--- config.mk ---
export PLATFORM = sky130hd
export DESIGN_NAME = regfile_dump_reader
export DESIGN_NICKNAME = d
export VERILOG_FILES = /design/src/rtl/regfile_dump_reader.sv
export SDC_FILE = /design/constraint.sdc
export NUM_CORES = 1
export LEC_CHECK = 0
export CAP_MARGIN = 10
export CORE_ASPECT_RATIO = 0.8
export CORE_MARGIN = 5
export CORE_UTILIZATION = 45
export DETAILED_ROUTE_END_ITERATION = 16
export DONT_BUFFER_PORTS = 1
export PLACE_DENSITY = 0.65
export SLEW_MARGIN = 20
export SYNTH_ARGS = -nofsm -noshare
export SYNTH_HDL_FRONTEND = slang
export SYNTH_SLANG_ARGS = --single-unit
--- constraint.sdc ---
create_clock -name Clk -period 3.4 [get_ports Clk]
set_input_delay 0 -clock Clk [delete_from_list [all_inputs] [get_ports Clk]]
set_output_delay 0 -clock Clk [all_outputs]
set_load 0.02 [all_outputs]
--- src/rtl/regfile_dump_reader.sv ---
// regfile_dump_reader
//
// Debug readout engine for the A read port of the register file. When started,
// it walks the read address through every register and waits for the read path
// to settle. It then captures each value and hands it out as one beat of a
// valid/ready stream. Hold stays high for the whole scan so that the datapath
// freezes and the snapshot is coherent.
//
// Ports
//   Clk        system clock, all state changes on its rising edge
//   Reset      asynchronous, active-high reset
//   Start      begin a scan (only looked at while idle)
//   Abort      synchronous cancel of a running scan
//   RA         register file A-port read address
//   BusA       register file A-port read data
//   Hold       high while a scan is in progress (stall write-back and PC)
//   DumpData   captured register value
//   DumpIdx    index of the register carried in DumpData
//   DumpValid  DumpData/DumpIdx hold a beat
//   DumpReady  consumer accepts the current beat
//   Done       one-cycle pulse once the last beat has been accepted
module regfile_dump_reader #(
    parameter int NUM_REGS   = 32,
    parameter int DATA_WIDTH = 64,
    parameter int ADDR_WIDTH = 5,
    parameter int READ_WAIT  = 1    // settle cycles, 1..7
) (
    input  logic                  Clk,
    input  logic                  Reset,
    input  logic                  Start,
    input  logic                  Abort,
    output logic [ADDR_WIDTH-1:0] RA,
    input  logic [DATA_WIDTH-1:0] BusA,
    output logic                  Hold,
    output logic [DATA_WIDTH-1:0] DumpData,
    output logic [ADDR_WIDTH-1:0] DumpIdx,
    output logic                  DumpValid,
    input  logic                  DumpReady,
    output logic                  Done
);

    typedef enum logic [1:0] {
        IDLE,
        WAIT,
        PRESENT,
        DONE
    } state_t;

    localparam logic [ADDR_WIDTH-1:0] LastIdx  = ADDR_WIDTH'(NUM_REGS - 1);
    localparam logic [ADDR_WIDTH-1:0] IdxOne   = ADDR_WIDTH'(1);
    // The wait counter is loaded with READ_WAIT rather than READ_WAIT-1.
    // RA is a registered copy of idx, so it only reaches the register file one
    // cycle after idx changes. The extra count covers that cycle. After it,
    // BusA still gets the full READ_WAIT settle cycles.
    localparam logic [2:0]            WaitLoad = 3'(READ_WAIT);

    state_t                  state_q;
    logic [ADDR_WIDTH-1:0]   idx_q;
    logic [ADDR_WIDTH-1:0]   ra_q;
    logic [2:0]              waitCnt_q;
    logic [DATA_WIDTH-1:0]   dumpData_q;
    logic [ADDR_WIDTH-1:0]   dumpIdx_q;
    logic                    dumpValid_q;
    logic                    hold_q;
    logic                    done_q;

    // Scan sequencer. All outputs are registered here.
    // Abort is tested before the handshake in PRESENT, so it has priority.
    // A beat accepted on the same edge still counts for the consumer, but
    // nothing follows it.
    // idx only advances below the last index, so it never wraps.
    always_ff @(posedge Clk or posedge Reset) begin
        if (Reset) begin
            state_q     <= IDLE;
            idx_q       <= '0;
            ra_q        <= '0;
            waitCnt_q   <= '0;
            dumpData_q  <= '0;
            dumpIdx_q   <= '0;
            dumpValid_q <= 1'b0;
            hold_q      <= 1'b0;
            done_q      <= 1'b0;
        end else begin
            ra_q   <= idx_q;
            done_q <= 1'b0;
            case (state_q)
                IDLE: begin
                    if (Start) begin
                        idx_q     <= '0;
                        hold_q    <= 1'b1;
                        waitCnt_q <= WaitLoad;
                        state_q   <= WAIT;
                    end
                end
                WAIT: begin
                    if (Abort) begin
                        hold_q  <= 1'b0;
                        state_q <= IDLE;
                    end else if (waitCnt_q == 3'd0) begin
                        dumpData_q  <= BusA;
                        dumpIdx_q   <= idx_q;
                        dumpValid_q <= 1'b1;
                        state_q     <= PRESENT;
                    end else begin
                        waitCnt_q <= waitCnt_q - 3'd1;
                    end
                end
                PRESENT: begin
                    if (Abort) begin
                        dumpValid_q <= 1'b0;
                        hold_q      <= 1'b0;
                        state_q     <= IDLE;
                    end else if (DumpReady) begin
                        dumpValid_q <= 1'b0;
                        if (idx_q == LastIdx) begin
                            done_q  <= 1'b1;
                            state_q <= DONE;
                        end else begin
                            idx_q     <= idx_q + IdxOne;
                            waitCnt_q <= WaitLoad;
                            state_q   <= WAIT;
                        end
                    end
                end
                DONE: begin
                    hold_q  <= 1'b0;
                    state_q <= IDLE;
                end
                default: begin
                    state_q <= IDLE;
                end
            endcase
        end
    end

    assign RA        = ra_q;
    assign Hold      = hold_q;
    assign DumpData  = dumpData_q;
    assign DumpIdx   = dumpIdx_q;
    assign DumpValid = dumpValid_q;
    assign Done      = done_q;

endmodule

### After elaboration in Yosys (flattened, before gate mapping)

Index checks and enable logic that the tools add are counted.

* output and inout port bits: 77
* register bits after elaboration: 87
* input bits: 69
* logic and storage cells: 69

* reduce and logical (&&, ||, !) cells: 12
* bitwise gates (word level): 1
* $add $sub $neg: 2
* eq/ne operators: 14
* multiplexer cells: 31

Operators with widths (number)
* two-way mux 5 bit: 4
* two-way mux 3 bit: 6
* != test 2 bit, second input constant: 7
* two-way mux 2 bit: 6
* two-way mux 1 bit: 10
* one-hot mux 5 bit (2 select lines): 1
* one-hot mux 3 bit (3 select lines): 1
* one-hot mux 2 bit (4 select lines): 1
* AND reduction 7 bit: 1
* != test 3 bit, second input constant: 2
* AND reduction 3 bit: 2
* adder 5 x 1 -> 5 bit, second input constant: 1
* equality test 5 bit, second input constant: 1
* AND reduction 5 bit: 1
* equality test 2 bit, second input constant: 2
* AND reduction 4 bit: 1
* nonzero test 2 bit: 2
* logical NOT 3 bit: 1
* one-hot mux 1 bit (3 select lines): 1
* nonzero test 3 bit: 1
* subtractor 3 x 1 -> 3 bit, second input constant: 1
* equality test 2 x 1 -> 1 bit, second input constant: 1
* logical NOT 2 bit: 1
* != test 2 x 1 -> 1 bit, second input constant: 1
* other kinds (4): 4

### Longest topological paths before layout

* depth in word-level cells: 5
* depth in mapped cells: 7
* mapped depth without buffers: 7

### Worst setup path after synthesis

No wires, ideal clock.

* kind: reg-to-reg
* from: register idx_q[0]
* to: register idx_q[3]
* period minus slack after synthesis: 1.725 ns
* arrival: 1.597 ns
* setup slack: 1.675 ns
* data required time: 3.272 ns
* path buffers: 0
* setup time: 0.128 ns
* stages on the path, launching flop included: 8
* cells stage by stage: dfrtp_1 ha_1 and3_1 ha_1 and4bb_2 o21ai_2 o21ai_0 o31ai_1

* cells in the longest elaborated chain, start to end: 5
* elaborated cells on any way between the ends: 8
* those cells by class: add/sub: 1; eq/ne: 2; mux: 4; reduce/logical: 1

RTL lines
* from (decl): RTL line 58 `logic [ADDR_WIDTH-1:0] idx_q;`
* from (signal assigned): RTL line 119 `idx_q <= idx_q + IdxOne;`
* adder 5 x 1 -> 5 bit: RTL line 119
* two-way mux 5 bit: RTL line 115 `if (idx_q == LastIdx) begin`
* two-way mux 5 bit: RTL line 113 `end else if (DumpReady) begin`
* two-way mux 5 bit: RTL line 109 `if (Abort) begin`
* one-hot mux 5 bit (2 select lines): RTL line 86 `case (state_q)`

Several ways; a longest one is shown, not always the timed one. The select of a mux whose other input is x is not followed.
A chain may end at the register's enable or synchronous reset.

### Final worst setup path

* from: register state_q[1]
* to: register dumpData_q[52], in the netlist DumpData[52]

* cells in the longest elaborated chain, start to end: 2

RTL lines
* from (decl): RTL line 57 `state_t state_q;`
* from (signal assigned): RTL line 74 `state_q <= IDLE;`
* from (signal assigned): RTL line 92 `state_q <= WAIT;`
* from (signal assigned): RTL line 98 `state_q <= IDLE;`
* equality test 2 x 1 -> 1 bit: RTL line 86
* AND reduction 3 bit (no source line)
* to (signal assigned): RTL line 100 `dumpData_q <= BusA;`
* to (decl): RTL line 61 `logic [DATA_WIDTH-1:0] dumpData_q;`

No other way between the ends.

==> results.toml <==
[worst_hold_path]
hp-class = "input pin to flop"

[yosys]
yosysTopAreaCell = "dfrtp_1"
yosysUniqueCellTypes = 30
synth.most_common_cell = "dfrtp_1"
ys_ff_latch = 87
yosysTopAreaCellShare_pct = 61.4
synth_area_leaders = "dfrtp_1 (61%), mux2_2 (21%), ha_1 (3.5%), buf_6 (2.2%), mux2_1 (1.9%)"
synth-edff-count = 0
yosys_most_used_dff = "dfrtp_1"
syn_nets = 313
synth.avg_cell_area_um2 = 15.2
async_reset_ff_share_pct = 100
yosysWarningCount = 0
ys_top_cells_by_count = "dfrtp_1 (87), mux2_2 (66), ha_1 (10)"
syn_inst = 234
syn_area_um2 = 3550
ys_seq_area_share_pct = 61.4

[drt]
via_per_inst = 4.96
top_layer_used = "met4"
drc_errors = 0
drt_first_pass_iters = 4
wl_met2_mm = 3.78
route.met3.wl_um = 883
routed_wl_mm = 7.78
wl_per_cell_um = 18.5
drtIter0Drc = 121
ant_nets = 0
drt-met1-wl_mm = 3.02
via_count = 2083

[critical_path]
worstPathArrival_ns = 2.54
crit_path_max_incr_delay_ns = 0.49
crit_slowest_cell = "nor2_8"
crit_fanout = 37
cp.required_ns = 3.63
startpoint_type = "flop"
critPathKind = "flop to flop"
cp-end-kind = "flop"
cp_cell_sequence = "inv_1, ha_1, nand2b_4, nor2_8, buf_12, mux2_2"

[sta]
tns_ns = 0
slew_viol_final = 0
fmax_ghz = 0.432
min_period_ns = 2.31
hold_viol = 0
finalCritPeriodShare_pct = 68.0
rsz0062_at_grt = "false"
skew_ns = 0.0101
finalSetupViolCount = 0
tightest_slew_ns = 0.717
maxSlewHeadroom_pct = 52.2
fin_hold_ws_ns = 0.0324

[global_routing]
antenna_found_initial = 0
grt_first_pass_wirelength_mm = 11.8
grt_overflow = 0
grt_pass1_vias = 2318
grt.total_usage_pct = 15.9
grt_start_max_net_pins = 60

[floorplanning]
die_h_um = 89.4
die_w_um = 109
die-area_um2 = 9770
num_io_pins = 146
start_util_pct = 45.5
rows = 29
coreArea_um2 = 7800

[clocking]
cts_tree = "done"
cts_made_buffers = 9
insertion_delay_ns = 0.34
clk_pin_slew_ns = 0.09
htree_levels = 3
postCtsSetupBuffers = 0
clockBufferDepth = 2
numClockSinks = 87
clockRootBuffer = "clkbuf_8"

[layout]
layout-drive-gt1-share_pct = 28.5
fin_util_pct = 57.9
register_area_um2 = 2180
fin_cells = 420
fillers = 616
multi_input_area_um2 = 1260
layout.nets = 386
area_growth_pct = 27.3
n_antenna_cell = 0

[place]
routabilityCongestion = 0.806
dp_hpwl_mm = 4.95
placedCellCount = 336
port_buffers = 0

[pwr]
power_leakage_uw = 0.00201
p_int_uw = 2380
p_comb_share_pct = 24.0
peakVddDrop_mv = 0.391
power_density_nw_per_um2 = 879
power_uw = 3970
pwr-share-seq_pct = 57.6
switching_share_pct = 40.0
power_frac_clock_pct = 18.4
switching_power_uw = 1590

[status]
status = "finished clean"

[flow_run]
cap_violations = 0
-- per-stage QoR --
stage | area [µm²] | worst slack (ns)
after floorplan | 3550 | 1.15
after global placement | 3630 | 1.16
after detailed placement | 3630 | 1.11
after CTS | 4510 | 1.09
after global routing | 4520 | 0.977
final | 4520 | 1.09
-- metal layers --
| layer | vias to the layer above | track usage (%) |
|---|---|---|
| met4 | 0 | 5.10 |
| met3 | 9 | 6.93 |
| met2 | 91 | 27.0 |
| met1 | 1019 | 18.3 |
| met5 | - | 0 |
| li1 | 964 | - |
-- final timing paths --
path,cells past startpoint,startpoint,end,slack [ns]
setup reg to reg,6,state_q[1]$_DFFE_PP0P_,DumpData[52]$_DFFE_PP0P_,1.09
setup / recovery,6,state_q[1]$_DFFE_PP0P_,DumpData[52]$_DFFE_PP0P_,1.09
hold / removal,4,Abort,waitCnt_q[2]$_DFFE_PP0P_,0.03
hold reg to reg,0,idx_q[1]$_DFFE_PP0P_,RA[1]$_DFF_PP0_,0.46
min in group asynchronous,2,Reset,state_q[1]$_DFFE_PP0P_,0.27
max in group asynchronous,3,Reset,DumpData[0]$_DFFE_PP0P_,2.29
-- cell type report --
| cell class | instances | share of cell area, % |
|---|---|---|
| Clock buffer | 10 | 3.05 |
| Clock inverter | 6 | 1.50 |
| Inverter | 8 | 0.720 |
| Multi-Input combinational cell | 131 | 27.8 |
| Sequential cell | 87 | 48.2 |
| Tap cell | 108 | 2.99 |
| Timing Repair Buffer | 70 | 15.7 |
-- logic make-up after synthesis --
kind of cell    count (synthesis)  synth area share [%]
buf+inv                        16                  3.21
simple gates                   28                  5.18
flops                          87                  61.4
mux                            73                  23.1
fa+ha+maj                      10                  3.53
compound gates                 20                  3.60
-- registers in the layout (all words and copies together) (netlist names) --
name / flops
DumpData: 64
Hold: 1
idx_q: 5
DumpValid: 1
state_q: 2
Done: 1
DumpIdx: 5
RA: 5
waitCnt_q: 3
-- timing repair --
item | in CTS | in global routing
hold buffers | 68 | 0
endpoints found under the hold margin | 132 | 0
resized for setup | 0 | 0
-- critical path, delay by kind of cell (launching register included) --
family	cells	cell delay (ns)
simple gates	2	0.60
flops	1	0.42
buf+inv	2	0.41
mux	1	0.37
fa+ha+maj	1	0.35
-- placed cells by master (no fill, tap or decap), types with 2 or more instances in the layout --
master         count
inv_1              7
dfrtp_1           87
nor2b_1            4
clkinvlp_4         2
mux2_2            66
dlygate4sd3_1     68
a21oi_1            2
nand2b_1           5
clkbuf_8          10
mux2_1             6
nand3_1            2
o2bb2ai_1          2
and3_1             2
ha_1              10
o21ai_0            9
and2_1             2
nand2_1            7
-- power by group through the flow --
stage	combinational, µW	sequential (µW)	clock [µW]
floorplan	780	2190	0
global placement	840	2300	0
detailed placement	886	2310	0
CTS	952	2290	760
global route	1060	2350	805
finish	952	2290	729
(Power assumes the default switching activity.)
